`config.mk`:
```
export PLATFORM = sky130hd
export DESIGN_NAME = fadd_norm_pipe_flat
export DESIGN_NICKNAME = d
export VERILOG_FILES = /design/src/rtl/fadd_norm_pipe_if.sv /design/src/rtl/fadd_norm_pipe.sv /design/src/flat_wrapper.sv
export SDC_FILE = /design/constraint.sdc
export NUM_CORES = 1
export LEC_CHECK = 0
export BUFFER_PORTS_ARGS = -buffer_cell sky130_fd_sc_hd__buf_2
export CAP_MARGIN = 10
export CORE_ASPECT_RATIO = 1.1
export CORE_MARGIN = 1
export CORE_UTILIZATION = 45
export CTS_BUF_LIST = sky130_fd_sc_hd__clkbuf_2 sky130_fd_sc_hd__clkbuf_4 sky130_fd_sc_hd__clkbuf_8
export CTS_CLUSTER_DIAMETER = 200
export CTS_CLUSTER_SIZE = 30
export DETAILED_ROUTE_END_ITERATION = 10
export GPL_TIMING_DRIVEN = 0
export PLACE_DENSITY_LB_ADDON = 0.12
export SLEW_MARGIN = 25
export SYNTH_ARGS = -nofsm -noshare
export SYNTH_HDL_FRONTEND = slang
export SYNTH_SLANG_ARGS = --single-unit
```
`constraint.sdc`:
```
create_clock -name clk -period 8.25 [get_ports clk]
set_input_delay 1.65 -clock clk [delete_from_list [all_inputs] [get_ports clk]]
set_output_delay 1.65 -clock clk [all_outputs]
set_load 0.01 [all_outputs]
```
`src/rtl/fadd_norm_pipe_if.sv`:
```
// Handshake/data bundle between the FP adder align/add stage and the
// normalise-round-pack pipe. EW/FW must match the attached fadd_norm_pipe.
// master: producer + result consumer side; slave: the pipe itself.
interface fadd_norm_pipe_if #(
    parameter int EW = 8,
    parameter int FW = 23
) ();
    localparam int CW = FW + 5;

    logic              in_valid;
    logic              in_ready;
    logic [CW-1:0]     cal_frac;
    logic [EW-1:0]     temp_exp;
    logic [FW-1:0]     inf_nan_frac;
    logic [1:0]        rm;
    logic              is_nan;
    logic              is_inf;
    logic              sign;
    logic              out_valid;
    logic              out_ready;
    logic [EW+FW:0]    s;
    logic              flag_ovf;
    logic              flag_unf;
    logic              flag_inx;

    modport master (
        output in_valid, cal_frac, temp_exp, inf_nan_frac, rm, is_nan, is_inf, sign, out_ready,
        input  in_ready, out_valid, s, flag_ovf, flag_unf, flag_inx
    );

    modport slave (
        input  in_valid, cal_frac, temp_exp, inf_nan_frac, rm, is_nan, is_inf, sign, out_ready,
        output in_ready, out_valid, s, flag_ovf, flag_unf, flag_inx
    );
endinterface

```
`src/rtl/fadd_norm_pipe.sv`:
```
// Normalise / round / pack stage of the FP adder, three register stages.
// Latency 3 register edges (accept edge included), 1 beat/cycle throughput.
// Backpressure: per-stage ready = ~valid | downstream ready, bubbles collapse.
// Ports: clk, rst (async, active-high), io_bus (fadd_norm_pipe_if.slave):
//   in_valid/in_ready, cal_frac, temp_exp, inf_nan_frac, rm, is_nan, is_inf,
//   sign -> out_valid/out_ready, s {sign,exp,frac}, flag_ovf/unf/inx.
module fadd_norm_pipe #(
    parameter int EW = 8,
    parameter int FW = 23
) (
    input  logic                 clk,
    input  logic                 rst,
    fadd_norm_pipe_if.slave      io_bus
);
    localparam int CW  = FW + 5;
    localparam int NW  = CW - 1;          // bits searched for the leading one
    localparam int LZW = $clog2(NW);

    // ---------------- handshake ----------------
    logic r_v1, r_v2, r_v3;
    logic w_rdy1, w_rdy2, w_rdy3;

    assign w_rdy3           = ~r_v3 | io_bus.out_ready;
    assign w_rdy2           = ~r_v2 | w_rdy3;
    assign w_rdy1           = ~r_v1 | w_rdy2;
    assign io_bus.in_ready  = w_rdy1;
    assign io_bus.out_valid = r_v3;

    // ---------------- S1: normalise ----------------
    // Log2 leading-zero shifter: stage i tests the top 2^(LZW-1-i) bits and
    // shifts them out when all zero. Greedy power-of-two steps give the exact
    // count for any nonzero input; an all-zero input is handled by w_nz.
    logic [LZW:0][NW-1:0] w_stg;
    logic [LZW-1:0]       w_z;
    logic                 w_nz;

    assign w_stg[0] = io_bus.cal_frac[CW-2:0];
    assign w_nz     = |io_bus.cal_frac[CW-2:0];

    for (genvar i = 0; i < LZW; i++) begin : g_lzc
        localparam int SH = 1 << (LZW - 1 - i);
        assign w_z[LZW-1-i] = (w_stg[i][NW-1 -: SH] == '0);
        assign w_stg[i+1]   = w_z[LZW-1-i] ? (w_stg[i] << SH) : w_stg[i];
    end

    // frac0 drops the carry position: after normalisation it is always zero.
    logic [CW-2:0] w_frac0;
    logic [EW-1:0] w_exp0;

    always_comb begin
        w_frac0 = io_bus.cal_frac[CW-2:0];
        w_exp0  = '0;
        if (io_bus.cal_frac[CW-1]) begin
            // carry: shift right one, keep the dropped bit alive in sticky
            w_frac0 = {io_bus.cal_frac[CW-1:2], |io_bus.cal_frac[1:0]};
            w_exp0  = io_bus.temp_exp + 1'b1;
        end else if (w_nz && (io_bus.temp_exp > EW'(w_z))) begin
            w_frac0 = w_stg[LZW];
            w_exp0  = io_bus.temp_exp - EW'(w_z);
        end else if (io_bus.temp_exp != '0) begin
            // not enough exponent range: shift only down to the denormal point
            w_frac0 = io_bus.cal_frac[CW-2:0] << (io_bus.temp_exp - 1'b1);
        end
    end

    logic [CW-2:0] r1_frac0;
    logic [EW-1:0] r1_exp0;
    logic [1:0]    r1_rm;
    logic          r1_sign, r1_nan, r1_inf;
    logic [FW-1:0] r1_pay;

    // ---------------- S2: round ----------------
    logic          w_inc, w_grs, w_ovf;
    logic [FW+1:0] w_fr;
    logic [EW-1:0] w_exp;

    assign w_grs = |r1_frac0[2:0];

    always_comb begin
        case (r1_rm)
            2'b00:   w_inc = r1_frac0[2] & (r1_frac0[1] | r1_frac0[0] | r1_frac0[3]);
            2'b01:   w_inc = w_grs & r1_sign;
            2'b10:   w_inc = w_grs & ~r1_sign;
            default: w_inc = 1'b0;
        endcase
    end

    assign w_fr = {1'b0, r1_frac0[CW-2:3]} + (FW+2)'(w_inc);

    always_comb begin
        w_exp = r1_exp0;
        if (w_fr[FW+1])
            w_exp = r1_exp0 + 1'b1;
        else if ((r1_exp0 == '0) && w_fr[FW])
            w_exp = {{(EW-1){1'b0}}, 1'b1};   // denormal rounded into normal range
    end

    assign w_ovf = (&r1_exp0) | (&w_exp);

    logic [EW-1:0] r2_exp;
    logic [FW-1:0] r2_frac;
    logic          r2_ovf, r2_grs, r2_sign, r2_nan, r2_inf;
    logic [1:0]    r2_rm;
    logic [FW-1:0] r2_pay;

    // ---------------- S3: pack ----------------
    logic [EW+FW:0] w_s;
    logic           w_fovf, w_funf, w_finx, w_to_inf;

    assign w_to_inf = (r2_rm == 2'b00) | ((r2_rm == 2'b01) & r2_sign) |
                      ((r2_rm == 2'b10) & ~r2_sign);

    always_comb begin
        w_s    = {r2_sign, r2_exp, r2_frac};
        w_fovf = r2_ovf;
        w_finx = r2_grs | r2_ovf;
        if (r2_nan) begin
            w_s    = {1'b1, {EW{1'b1}}, r2_pay};
            w_fovf = 1'b0;
            w_finx = 1'b0;
        end else if (r2_inf) begin
            w_s    = {r2_sign, {EW{1'b1}}, r2_pay};
            w_fovf = 1'b0;
            w_finx = 1'b0;
        end else if (r2_ovf) begin
            w_s = w_to_inf ? {r2_sign, {EW{1'b1}}, {FW{1'b0}}}
                           : {r2_sign, {{(EW-1){1'b1}}, 1'b0}, {FW{1'b1}}};
        end
        w_funf = w_finx & (w_s[EW+FW-1:FW] == '0);
    end

    // ---------------- registers ----------------
    logic [EW+FW:0] r_s;
    logic           r_fovf, r_funf, r_finx;

    always_ff @(posedge clk or posedge rst) begin
        if (rst) begin
            r_v1   <= 1'b0;
            r_v2   <= 1'b0;
            r_v3   <= 1'b0;
            r_s    <= '0;
            r_fovf <= 1'b0;
            r_funf <= 1'b0;
            r_finx <= 1'b0;
        end else begin
            if (w_rdy1) r_v1 <= io_bus.in_valid;
            if (w_rdy2) r_v2 <= r_v1;
            if (w_rdy3) begin
                r_v3 <= r_v2;
                // outputs only change when a new beat lands, so they hold in stalls
                if (r_v2) begin
                    r_s    <= w_s;
                    r_fovf <= w_fovf;
                    r_funf <= w_funf;
                    r_finx <= w_finx;
                end
            end
        end
    end

    always_ff @(posedge clk) begin
        if (w_rdy1 && io_bus.in_valid) begin
            r1_frac0 <= w_frac0;
            r1_exp0  <= w_exp0;
            r1_rm    <= io_bus.rm;
            r1_sign  <= io_bus.sign;
            r1_nan   <= io_bus.is_nan;
            r1_inf   <= io_bus.is_inf;
            r1_pay   <= io_bus.inf_nan_frac;
        end
        if (w_rdy2 && r_v1) begin
            r2_exp  <= w_exp;
            r2_frac <= w_fr[FW-1:0];
            r2_ovf  <= w_ovf;
            r2_grs  <= w_grs;
            r2_rm   <= r1_rm;
            r2_sign <= r1_sign;
            r2_nan  <= r1_nan;
            r2_inf  <= r1_inf;
            r2_pay  <= r1_pay;
        end
    end

    assign io_bus.s        = r_s;
    assign io_bus.flag_ovf = r_fovf;
    assign io_bus.flag_unf = r_funf;
    assign io_bus.flag_inx = r_finx;
endmodule

```
`src/flat_wrapper.sv`:
```
// flat-port wrapper written by rule: the top's interface ports become plain ports
module fadd_norm_pipe_flat 
#(
    parameter int EW = 8,
    parameter int FW = 23
)
  (clk, rst, io_bus_in_valid, io_bus_cal_frac, io_bus_temp_exp, io_bus_inf_nan_frac, io_bus_rm, io_bus_is_nan, io_bus_is_inf, io_bus_sign, io_bus_out_ready, io_bus_in_ready, io_bus_out_valid, io_bus_s, io_bus_flag_ovf, io_bus_flag_unf, io_bus_flag_inx);
  fadd_norm_pipe_if #(.EW(EW), .FW(FW)) io_bus_i ();
  input  logic clk;
  input  logic rst;
  input wire logic [$bits(io_bus_i.in_valid)-1:0] io_bus_in_valid;
  input wire logic [$bits(io_bus_i.cal_frac)-1:0] io_bus_cal_frac;
  input wire logic [$bits(io_bus_i.temp_exp)-1:0] io_bus_temp_exp;
  input wire logic [$bits(io_bus_i.inf_nan_frac)-1:0] io_bus_inf_nan_frac;
  input wire logic [$bits(io_bus_i.rm)-1:0] io_bus_rm;
  input wire logic [$bits(io_bus_i.is_nan)-1:0] io_bus_is_nan;
  input wire logic [$bits(io_bus_i.is_inf)-1:0] io_bus_is_inf;
  input wire logic [$bits(io_bus_i.sign)-1:0] io_bus_sign;
  input wire logic [$bits(io_bus_i.out_ready)-1:0] io_bus_out_ready;
  output wire logic [$bits(io_bus_i.in_ready)-1:0] io_bus_in_ready;
  output wire logic [$bits(io_bus_i.out_valid)-1:0] io_bus_out_valid;
  output wire logic [$bits(io_bus_i.s)-1:0] io_bus_s;
  output wire logic [$bits(io_bus_i.flag_ovf)-1:0] io_bus_flag_ovf;
  output wire logic [$bits(io_bus_i.flag_unf)-1:0] io_bus_flag_unf;
  output wire logic [$bits(io_bus_i.flag_inx)-1:0] io_bus_flag_inx;
  assign io_bus_i.in_valid = io_bus_in_valid;
  assign io_bus_i.cal_frac = io_bus_cal_frac;
  assign io_bus_i.temp_exp = io_bus_temp_exp;
  assign io_bus_i.inf_nan_frac = io_bus_inf_nan_frac;
  assign io_bus_i.rm = io_bus_rm;
  assign io_bus_i.is_nan = io_bus_is_nan;
  assign io_bus_i.is_inf = io_bus_is_inf;
  assign io_bus_i.sign = io_bus_sign;
  assign io_bus_i.out_ready = io_bus_out_ready;
  assign io_bus_in_ready = io_bus_i.in_ready;
  assign io_bus_out_valid = io_bus_i.out_valid;
  assign io_bus_s = io_bus_i.s;
  assign io_bus_flag_ovf = io_bus_i.flag_ovf;
  assign io_bus_flag_unf = io_bus_i.flag_unf;
  assign io_bus_flag_inx = io_bus_i.flag_inx;
  fadd_norm_pipe #(.EW(EW), .FW(FW)) u_core (.clk(clk), .rst(rst), .io_bus(io_bus_i));
endmodule
```
Word level (Yosys, flattened, before mapping)
Index checks and enable logic that the tools add are counted.

word-level totals
  logic and storage cells = 96
  input bits = 68
  register bits after elaboration = 162
  output and inout bits = 37

cells by class
  eq/ne operators = 4
  add/sub/neg operators = 5
  mux-type cells = 21
  reduce and logical (&&, ||, !) cells = 19
  bitwise logic cells = 21
  magnitude comparators = 1
  shifts and indexed selects = 1

operator list
  cell                 count
  $mux 27              7
  $mux 31              2
  $mux 32              1
  $mux 8               4
  $reduce_or 27->1     1
  $shl 27x8->27        1
  $mux 26              1
  $add 24x1->25        1
  $logic_not 8->1      3
  $mux 24              1
  $add 8x1->8 const B  2
  $logic_not 16->1     1
  $reduce_and 8->1     2
  $or 1x1->1           9
  $gt 8x5->1           1
  $reduce_bool 8->1    1
  $sub 8x1->8 const B  1
  $sub 8x5->8          1
  $and 1x1->1          6
  $logic_not 2->1      3
  $not 1->1            6
  $eq 2x1->1 const B   2
  $eq 2x2->1 const B   2
  $logic_and 1x1->1    4
  6 further kinds      9

Logic depth before layout (Yosys ltp)
Gate-level depths: netlist of run 1.

  depth after elaboration = 13
  mapped depth = 24
  depth with buffers taken out = 19

Worst setup path after synthesis of run 1
OpenSTA, ideal clock, no wires.

  path type = input to register
  start = in io_bus_cal_frac[17]
  end = reg u_core.r1_frac0[16] (data pin)
  slack = 1.512 ns
  library setup time = 0.279 ns
  buffers on the path = 5
  stages = 23
  data arrival time = 6.458 ns
  path through = buf_2 -> or4_4 -> buf_2 -> a211o_1 -> nand3_1 -> a21oi_1 -> or4_4 -> a21o_4 -> clkinv_2 -> buf_12 -> buf_12 -> ha_1 -> inv_1 -> fa_1 -> a21o_1 -> a21o_1 -> a211oi_1 -> o211ai_1 -> o31ai_1 -> clkbuf_1 -> o311ai_0 -> nor4_1 -> a221oi_1

on the way
  cells in the longest elaborated chain, start to end = 13

RTL lines
  item                    line                   source
  start: declaration      flat_wrapper.sv:12     input wire logic [$bits(io_bus_i.cal_frac)-1:0] io_bus_cal_frac;
  $logic_not 16->1        fadd_norm_pipe.sv:42   assign w_z[LZW-1-i] = (w_stg[i][NW-1 -: SH] == '0);
  $mux 27                 fadd_norm_pipe.sv:43   assign w_stg[i+1] = w_z[LZW-1-i] ? (w_stg[i] << SH) : w_stg[i];
  $logic_not 8->1         fadd_norm_pipe.sv:42
  $mux 27                 fadd_norm_pipe.sv:43
  $logic_not 4->1         fadd_norm_pipe.sv:42
  $mux 27                 fadd_norm_pipe.sv:43
  $logic_not 2->1         fadd_norm_pipe.sv:42
  $mux 27                 fadd_norm_pipe.sv:43
  $not 1->1               fadd_norm_pipe.sv:42
  $gt 8x5->1              fadd_norm_pipe.sv:57   end else if (w_nz && (io_bus.temp_exp > EW'(w_z))) begin
  $logic_and 1x1->1       fadd_norm_pipe.sv:57
  $mux 27                 fadd_norm_pipe.sv:57
  $mux 26 *               fadd_norm_pipe.sv:53   if (io_bus.cal_frac[CW-1]) begin
  net u_core.w_frac0[16]  fadd_norm_pipe.sv:47   logic [CW-2:0] w_frac0;
  end signal: assignment  fadd_norm_pipe.sv:163  r1_frac0 <= w_frac0;
  end: declaration        fadd_norm_pipe.sv:66   logic [CW-2:0] r1_frac0;

Mark *: on every way through the listed nets, which the timed path passes. The rest lies on a longest branch.
A chain may end at the register's enable or synchronous reset.

Worst setup path after layout of run 1
  start = in io_bus_cal_frac[15]
  end = reg u_core.r1_frac0[16] (data pin)

on the way
  cells in the longest elaborated chain, start to end = 13

RTL lines
  item                    line
  $logic_not 16->1        fadd_norm_pipe.sv:42
  $mux 27                 fadd_norm_pipe.sv:43
  $logic_not 8->1         fadd_norm_pipe.sv:42
  $mux 27                 fadd_norm_pipe.sv:43
  $logic_not 4->1         fadd_norm_pipe.sv:42
  $mux 27                 fadd_norm_pipe.sv:43
  $logic_not 2->1         fadd_norm_pipe.sv:42
  $mux 27                 fadd_norm_pipe.sv:43
  $not 1->1               fadd_norm_pipe.sv:42
  $gt 8x5->1              fadd_norm_pipe.sv:57
  $logic_and 1x1->1       fadd_norm_pipe.sv:57
  $mux 27 *               fadd_norm_pipe.sv:57
  $mux 26 *               fadd_norm_pipe.sv:53
  net u_core.w_frac0[16]  fadd_norm_pipe.sv:47

Marks and branches as above.

==> results of run 1 <==
-- where the power goes --
group / switching (uW) / internal (uW)
clock: 277 / 294
sequential: 42.5 / 986
combinational: 326 / 183
-- critical path, stage by stage --
cell and delay [ps]:
clkbuf_1 310, or4_4 610, buf_2 210, a211oi_2 210
nor2_2 140, inv_2 240, nor2_1 100, or4_4 530
a21o_4 270, clkinv_2 120, buf_12 160, buf_12 150
ha_1 160, inv_1 50, fa_1 410, a21o_1 180
a21o_1 200, a211oi_1 400, o211ai_1 310, o31ai_1 320
clkbuf_1 540, o311ai_0 340, nor4_2 610, a221oi_1 160
-- stage by stage --
| step | setup slack (ps) | utilization | instances | total power, uW | cell area [um2] |
|---|---|---|---|---|---|
| floorplan | 1510 | - | 1076 | 1360 | 10500 |
| global placement | -1360 | 0.497 | 1474 | 1540 | 11400 |
| detailed placement | -436 | 0.500 | 1478 | 1550 | 11500 |
| CTS | 86.9 | 0.518 | 1510 | 2120 | 11900 |
| global route | 16.4 | 0.518 | 1510 | 2210 | 11900 |
| finish | -18.1 | 0.518 | 1510 | 2110 | 11900 |
-- kinds of logic after synthesis --
group / count (synthesis) / share of synthesized area
adders and majority gates: 16 / 0.0197
DFF: 162 / 0.444
AOI/OAI and AO/OA: 291 / 0.193
xor gates and xnor gates: 40 / 0.0333
muxes: 78 / 0.0916
and+or+nand+nor: 363 / 0.168
buffers and inverters: 126 / 0.0501
-- timing repair --
item / CTS / global route
setup buffers: 0 / 0
pin swaps: 0 / 0
cloned: 0 / 0
endpoints found under the setup margin: 1 / 1
resized for setup: 1 / 1
-- synth_stat cells, types with 8 or more instances --
cell	count
a211oi_1	10
a31oi_1	13
mux2i_1	58
o31ai_1	8
nand2_1	123
xnor2_1	27
xor2_1	13
and3_1	11
ha_1	15
dfrtp_1	38
o21ai_0	59
and2_1	9
nor2_1	64
and4_1	9
edfxtp_1	124
nor3_1	47
inv_1	28
nand3_1	34
mux4_2	14
nand4_1	15
nor2b_1	8
a221oi_1	26
a21oi_1	71
clkbuf_1	81
nor4_1	14
-- cells in the final DEF (no fill, tap or decap), drive strengths merged, types with 6 or more instances in the layout --
cell type and n:
clkinv 6, and3 11, o22a 6, and4 9, o41ai 7, or3 6, and2 9, a31oi 14
a21o 6, nor2b 8, nand2 123, o31ai 8, mux2i 58, buf 114, nor2 65, o22ai 7
nor4 15, nor3 47, o21ai 59, a21oi 72, nand3 34, nand4 16, xor2 13, edfxtp 124
clkbuf 102, mux2 6, mux4 14, a211oi 11, a22oi 7, o21a 6, xnor2 27, a221oi 26
dfrtp 38, ha 15, inv 33, a2111oi 6
-- state kept, by name, summed over array words and instances, names as in the netlist, 2 cells and up --
| signal | cells |
|---|---|
| u_core.io_bus.s | 32 |
| u_core.r1_frac0 | 27 |
| u_core.r1_pay | 23 |
| u_core.r2_frac | 23 |
| u_core.r2_pay | 23 |
| u_core.r1_exp0 | 8 |
| u_core.r2_exp | 8 |
| u_core.r1_rm | 2 |
| u_core.r2_rm | 2 |
-- metal layers --
metal,vias up,GRT usage,wire length [um]
met5,-,0,0
met3,123,0.0557,2650
li1,4342,-,-
met1,4470,0.345,13300
met2,532,0.497,16900
met4,0,0.183,2060
-- path summary, 6_finish.rpt --
| path | startpoint | to | slack, ps |
|---|---|---|---|
| max | io_bus_cal_frac[15] | u_core.r1_frac0[16] | -20 |
| min | u_core.r1_pay[22] | u_core.r2_pay[22] | 420 |
| max reg2reg | u_core.r1_rm[0] | u_core.r2_ovf | 4370 |
| min reg2reg | u_core.r1_pay[22] | u_core.r2_pay[22] | 420 |
| max in group asynchronous | rst | u_core.io_bus.s[19] | 6710 |
| min in group asynchronous | rst | u_core.r_v1 | 1100 |
-- layout make-up --
class,count,area [um2]
fillers,2198,11000
multi-input cells,788,5340
flip-flops and latches,162,4670
repair buffers,102,556
plain buffers,93,397
well taps,300,375
clock buffers,21,277
clock inverters,11,130
inverters,33,130
==> flow_summary.toml, run 1 <==
[routing]
routed_wl_um = 34900
drt-pass1-iter-count = 7
drt_iter0_drc = 914
vias_per_cell = 6.27
ant_nets = 0
routedWlPerCell_um = 23.1
num_vias = 9467
drcViolationCount = 0

[clock_tree]
clock_latency_ps = 440
numClockSinks = 162
cts_hold_buffers = 0
clk_pin_slew_worst_paths_ps = 80
clock-root-buffer = "clkbuf_8"
cts_tree = "built"
clockBufferDepth = 2
cts_max_level = 4
cts_made_buffers = 17

[final_layout]
drive_above_1_share = 0.162
areaGrowthSynthToFinish_pct = 12.9
diodes = 0
fin_nets = 1281

[floorplanning]
die_area_um2 = 24000
core_area_um2 = 22900
die_w_um = 148
io_pins = 105
start_util = 0.459
row_count = 58
die_h_um = 162

[placed_design]
io_buffers = 98
place_congestion = 1.00
hpwlAfterDp_um = 26600

[setup_path]
worstPathRequired_ps = 8390
crit_type = "in2reg"
r2r_cells = 16
path_max_fanout = 10
worstPathArrival_ps = 8410
start_kind = "input pin"
cp-end-kind = "register"

[global_routing]
grt_pass1_wl_um = 53100
first_global_vias = 9077
track_usage = 0.294
antenna_found_initial = 0
grt_overflow_total = 0
grt_max_degree = 40

[sta]
fmax_mhz = 121
tns_ps = -18.1
rsz0062_at_grt = "false"
holdWs_ps = 418
finalHoldViolations = 0
layout_min_cycle_time_ps = 8270
tightest_slew_ps = 1010
relSlewSlack = 0.322
finalCritPeriodShare = 1.00
fin_skew_ps = 16.4
setup-violations-final = 1
setup_ws_ps = -18.1
slew_viol_final = 0

[min_path]
min_path_type = "reg2reg"
whs_path_depth = 0

[pwr]
vdd_drop_max_v = 0.0000945
power.density_nw_per_um2 = 177
cellLeakagePower_uw = 0.00440

[synth]
yosysWarnings = 0
synth_top_cells_by_area = "edfxtp_1, dfrtp_1, mux2i_1, nand2_1, a21oi_1"
yosysSeqAreaShare = 0.444
synth_largest_area_cell = "edfxtp_1"
synth-edff-count = 124
synthArstFlopShare = 0.235
syn_area_um2 = 10500
avgSynthCellArea_um2 = 9.78
synth-seq-cells = 162
synth_nets = 1160
syn_inst = 1076
yosys.cell_types.count = 81
synth_top_area_share = 0.354
synth-main-ff-cell = "edfxtp_1"

[run_status]
status = "finished, violations left"
violations = "setup timing"

[flow_run]
maxCapViolCount = 0
No activity file was read; power rests on OpenSTA's default activity.
==> run 2: changes to the inputs <==
Settings changed: CORE_UTILIZATION 45 to 55, SKIP_LAST_GASP set to 1.
==> run 2 against run 1 <==
  * The flow now finishes without violations
  * Routed wire length increased by 0.16%
  * Core utilization increased by 12 points
  * Via count increased by 2.2%
  * Critical path depth unchanged
  * Largest cell class unchanged
==> flow_summary.toml, run 2 (same netlist as run 1, synthesis figures left out) <==
[routing]
drt-pass1-iter-count = 6
drt_iter0_drc = 958
ant_nets = 0
routed_wl_um = 35000
num_vias = 9677
routedWlPerCell_um = 24.1
drcViolationCount = 0
vias_per_cell = 6.66

[floorplanning]
die_w_um = 134
die_area_um2 = 19700
row_count = 52
io_pins = 105
die_h_um = 147
core_area_um2 = 18500
start_util = 0.567

[global_routing]
grt_pass1_wl_um = 52800
first_global_vias = 9259
antenna_found_initial = 0
track_usage = 0.360
grt_max_degree = 44
grt_overflow_total = 0

[final_layout]
final_common_cell = "edfxtp_1"
fin_nets = 1281
largest_reg_flops = 32
drive_above_1_share = 0.163
diodes = 0
layout_common_cells = "edfxtp_1, nand2_1, buf_2"
areaGrowthSynthToFinish_pct = 12.9

[sta]
rsz0062_at_grt = "false"
tightest_slew_ps = 1120
layout_min_cycle_time_ps = 8030
slew_viol_final = 0
finalHoldViolations = 0
finalCritPeriodShare = 0.974
fmax_mhz = 125
relSlewSlack = 0.244
tns_ps = 0
fin_skew_ps = 11.7
setup-violations-final = 0

[setup_path]
cp-end-kind = "register"
crit_type = "in2reg"
path_max_fanout = 10
r2r_cells = 16
cp-startpoint = "io_bus_cal_frac[15]"
start_kind = "input pin"
r2r_setup_slack_ps = 4220
reg2reg_to = "u_core.r2_ovf"
worstPathArrival_ps = 8180
worstPathRequired_ps = 8400
timing.rr.start = "u_core.r1_rm[0]"

[pwr]
vdd_drop_max_v = 0.000152
power.density_nw_per_um2 = 186
cellLeakagePower_uw = 0.00444
total_power_uw = 2210

[clock_tree]
clockBufferDepth = 2
clock_latency_ps = 440
clock-root-buffer = "clkbuf_8"
cts_max_level = 4
numClockSinks = 162
cts_made_buffers = 17
clk_pin_slew_worst_paths_ps = 80
cts_tree = "built"

[min_path]
min_to = "u_core.r2_inf"
min_path_type = "reg2reg"
hp-start = "u_core.r1_inf"
whs_path_depth = 0

[placed_design]
place_congestion = 1.03
io_buffers = 98
hpwlAfterDp_um = 26200

[run_status]
status = "complete, no violations"

[flow_run]
maxCapViolCount = 0
==> run 2: power breakdown <==
part           total, uW  internal (uW)  switching [uW]
logic                516            183             333
clock network        657            386             270
registers           1030            986            46.2
total               2210           1560             649
==> run 2: metrics by stage <==
stage / setup slack (ps) / hold slack (ps) / cells / instance area (um2) / utilization
finish: 218 / 424 / 1453 / 11900 / 0.640
detailed placement: -376 / 405 / 1421 / 11400 / 0.614
global placement: -874 / 401 / 1417 / 11300 / 0.610
floorplan: 1510 / 400 / 1076 / 10500 / -
global route: 17.6 / 422 / 1453 / 11900 / 0.640
CTS: 106 / 423 / 1453 / 11900 / 0.639
==> run 2: cell type report <==
type                            count  area, um2
Buffer                             93        397
Clock inverter                      9        178
Fill cell                        1530       6670
Clock buffer                       23        285
Inverter                           33        130
Timing Repair Buffer              102        556
Sequential cell                   162       4670
Multi-Input combinational cell    788       5350
Tap cell                          243        304
==> run 2: how the worst max path moves through the flow <==
| stage | endpoint | slack [ps] | cells after the start |
|---|---|---|---|
| 5_1_grt | u_core.r1_frac0[16] | 20 | 24 |
| 3_3_place_gp | u_core.r1_frac0[16] | -870 | 21 |
| 2_1_floorplan | u_core.r1_frac0[16] | 1510 | 23 |
| 4_1_cts | u_core.r1_frac0[16] | 110 | 23 |
| 3_5_place_dp | u_core.r1_frac0[16] | -380 | 23 |
| 6_report | u_core.r1_frac0[16] | 220 | 24 |
==> run 2: routing by layer <==
metal,vias to the layer above,share of wire,track usage
li1,4333,-,-
met1,4611,0.37,0.432
met2,602,0.49,0.612
met3,131,0.078,0.0518
met4,0,0.065,0.219
met5,-,0,0
==> run 2: what timing repair did <==
item | in CTS | in global routing
hold buffers | 0 | 0
endpoints found under the setup margin | 0 | 1
resized for setup | 0 | 2
setup buffers | 0 | 0
==> run 2: critical path: stages <==
cell and delay, ps:
clkbuf_1 290, or4_4 600, buf_2 210, a211oi_2 230
nor2_2 130, inv_2 240, nor2_1 90, or4_4 530
a21o_4 270, clkinv_2 110, buf_12 160, buf_12 140
ha_1 160, inv_1 60, fa_1 410, a21o_1 180
a21o_1 200, a211oi_1 370, o211ai_1 300, o31ai_1 280
clkbuf_1 530, o311ai_0 290, nor4_2 550, a221oi_1 170
==> run 3: changes to the inputs <==
Settings changed: CORE_UTILIZATION 55 to 60.
==> run 3 against run 2 <==
  * Fmax down 2.4%
  * Die area is 8.2% lower
  * Critical path depth stayed put
  * Global-route usage grew 3.6 points
  * Largest power group unchanged
  * Worst setup slack worse by 200 ps
  * Routed wire length up 0.18%
  * Clock power grew 12%
  * Largest cell class unchanged
  * Clock skew down 0.70 ps
  * Register-to-register slack got worse by 120 ps
==> flow_summary.toml, run 3 (same netlist as run 1, synthesis figures left out) <==
[run_status]
status = "complete, no violations"

[sta]
finalHoldViolations = 0
setup-violations-final = 0
fin_skew_ps = 11.0
layout_min_cycle_time_ps = 8230
setup_ws_ps = 21.7
relSlewSlack = 0.242
tightest_slew_ps = 1130
slew_viol_final = 0
fmax_mhz = 122
finalCritPeriodShare = 0.997
rsz0062_at_grt = "false"
holdWs_ps = 424

[global_routing]
grt_max_degree = 45
antenna_found_initial = 0
grt_overflow_total = 0
track_usage = 0.396
grt_pass1_wl_um = 53200
first_global_vias = 9553

[final_layout]
final_common_cell = "edfxtp_1"
fin_cells = 1444
diodes = 0
nFillCells = 1258
areaGrowthSynthToFinish_pct = 13.2
fin_nets = 1281
layout_common_cells = "edfxtp_1, nand2_1, buf_2"
drive_above_1_share = 0.160
largest_reg_flops = 32

[routing]
drt_iter0_drc = 956
ant_nets = 0
routed_wl_um = 35100
num_vias = 9841
drcViolationCount = 0
routedWlPerCell_um = 24.3
drt-pass1-iter-count = 5
vias_per_cell = 6.82

[setup_path]
path_cells = "clkbuf_1 > or4_4 > buf_2 > a211oi_2 > nor2_2 > inv_2 > nor2_1 > or4_4 > a21o_4 > clkinv_2 > buf_12 > buf_12 > ha_1 > inv_1 > fa_1 > a21o_1 > a21o_1 > a211oi_1 > o211ai_1 > o31ai_1 > clkbuf_1 > o311ai_0 > nor4_1 > a221oi_1"
start_kind = "input pin"
cpPeakStageDelay_ps = 710
path_max_fanout = 10
cp-end-kind = "register"
r2r_cells = 16
worstPathArrival_ps = 8380
path_buf_inv = 8
crit_type = "in2reg"
cp.depth = 24
crit_slowest_cell = "nor4_1"
worstPathRequired_ps = 8400
crit_family = "compound AO/OA/AOI/OAI gates"

[floorplanning]
die_w_um = 128
die_h_um = 141
row_count = 50
die_area_um2 = 18100
core_area_um2 = 17100
start_util = 0.616
io_pins = 105

[placed_design]
hpwlAfterDp_um = 25700
place_ws_ps = -183
place_congestion = 1.00
io_buffers = 98
placed_cells = 1412

[pwr]
power.density_nw_per_um2 = 192
clkPwrFrac = 0.322
vdd_drop_max_v = 0.000150
p_seq_frac = 0.453
cellLeakagePower_uw = 0.00446
comb_power_share = 0.225
switching_share = 0.289
internal_power_uw = 1630
power.switching_uw = 661
total_power_uw = 2290

[flow_run]
maxCapViolCount = 0

[clock_tree]
clock-root-buffer = "clkbuf_8"
numClockSinks = 162
cts_max_level = 4
cts_hold_buffers = 0
clk_pin_slew_worst_paths_ps = 80
cts_made_buffers = 17
clock_latency_ps = 450
cts_tree = "built"
clockBufferDepth = 2
post_cts_resized = 0
postCtsSetupRepairBufs = 0

[min_path]
whs_path_depth = 0
min_path_type = "reg2reg"
## run 3: changes by cell type in the layout (fill, tap and decap cells not counted)
cell and delta:
inv_4 -3, nor4_2 -1, clkinv_4 +1, clkinv_1 +1
clkinvlp_4 +1, clkbuf_8 -1, nor4_4 -1, clkbuf_4 -4
bufinv_16 +3, buf_12 -1, inv_6 +1, nor4_1 +2
buf_16 +1, clkinv_2 +1
## run 3: path summary, 6_finish.rpt
path	slack (ps)	end	start
min in group asynchronous	1170	u_core.io_bus.s[20]	rst
max reg2reg	4100	u_core.r2_ovf	u_core.r1_rm[0]
min	420	u_core.r2_pay[15]	u_core.r1_pay[15]
min reg2reg	420	u_core.r2_pay[15]	u_core.r1_pay[15]
max	20	u_core.r1_frac0[16]	io_bus_cal_frac[15]
max in group asynchronous	6650	u_core.io_bus.s[19]	rst
## run 3: power groups by stage
stage | logic (uW) | clock network, uW | registers, uW
5_1_grt | 551 | 768 | 1040
3_5_place_dp | 495 | 0 | 1050
4_1_cts | 503 | 740 | 1030
2_1_floorplan | 301 | 0 | 1060
3_3_place_gp | 478 | 0 | 1050
6_report | 515 | 736 | 1040
## run 3: final cells by class
| cell class | instances | area (um2) | area share |
|---|---|---|---|
| multi-input cells | 788 | 5330 | 0.448 |
| flip-flops and latches | 162 | 4670 | 0.392 |
| repair buffers | 102 | 563 | 0.0473 |
| plain buffers | 93 | 397 | 0.0333 |
| well taps | 234 | 293 | 0.0246 |
| clock inverters | 14 | 283 | 0.0237 |
| clock buffers | 18 | 241 | 0.0203 |
| inverters | 33 | 130 | 0.0109 |
## run 3: routing by layer
layer  up-vias  GRT usage  wire, um
li1       4341          -         -
met2       700      0.677     17200
met4         0      0.258      2310
met1      4636      0.456     12500
met3       164     0.0694      3080
met5         -          0         0
## run 3: metrics by stage
step,TNS (ps),util,cell area (um2)
floorplan,0,-,10500
global placement,-1510,0.662,11300
detailed placement,-183,0.667,11400
CTS,0,0.698,11900
global route,0,0.698,11900
finish,0,0.698,11900
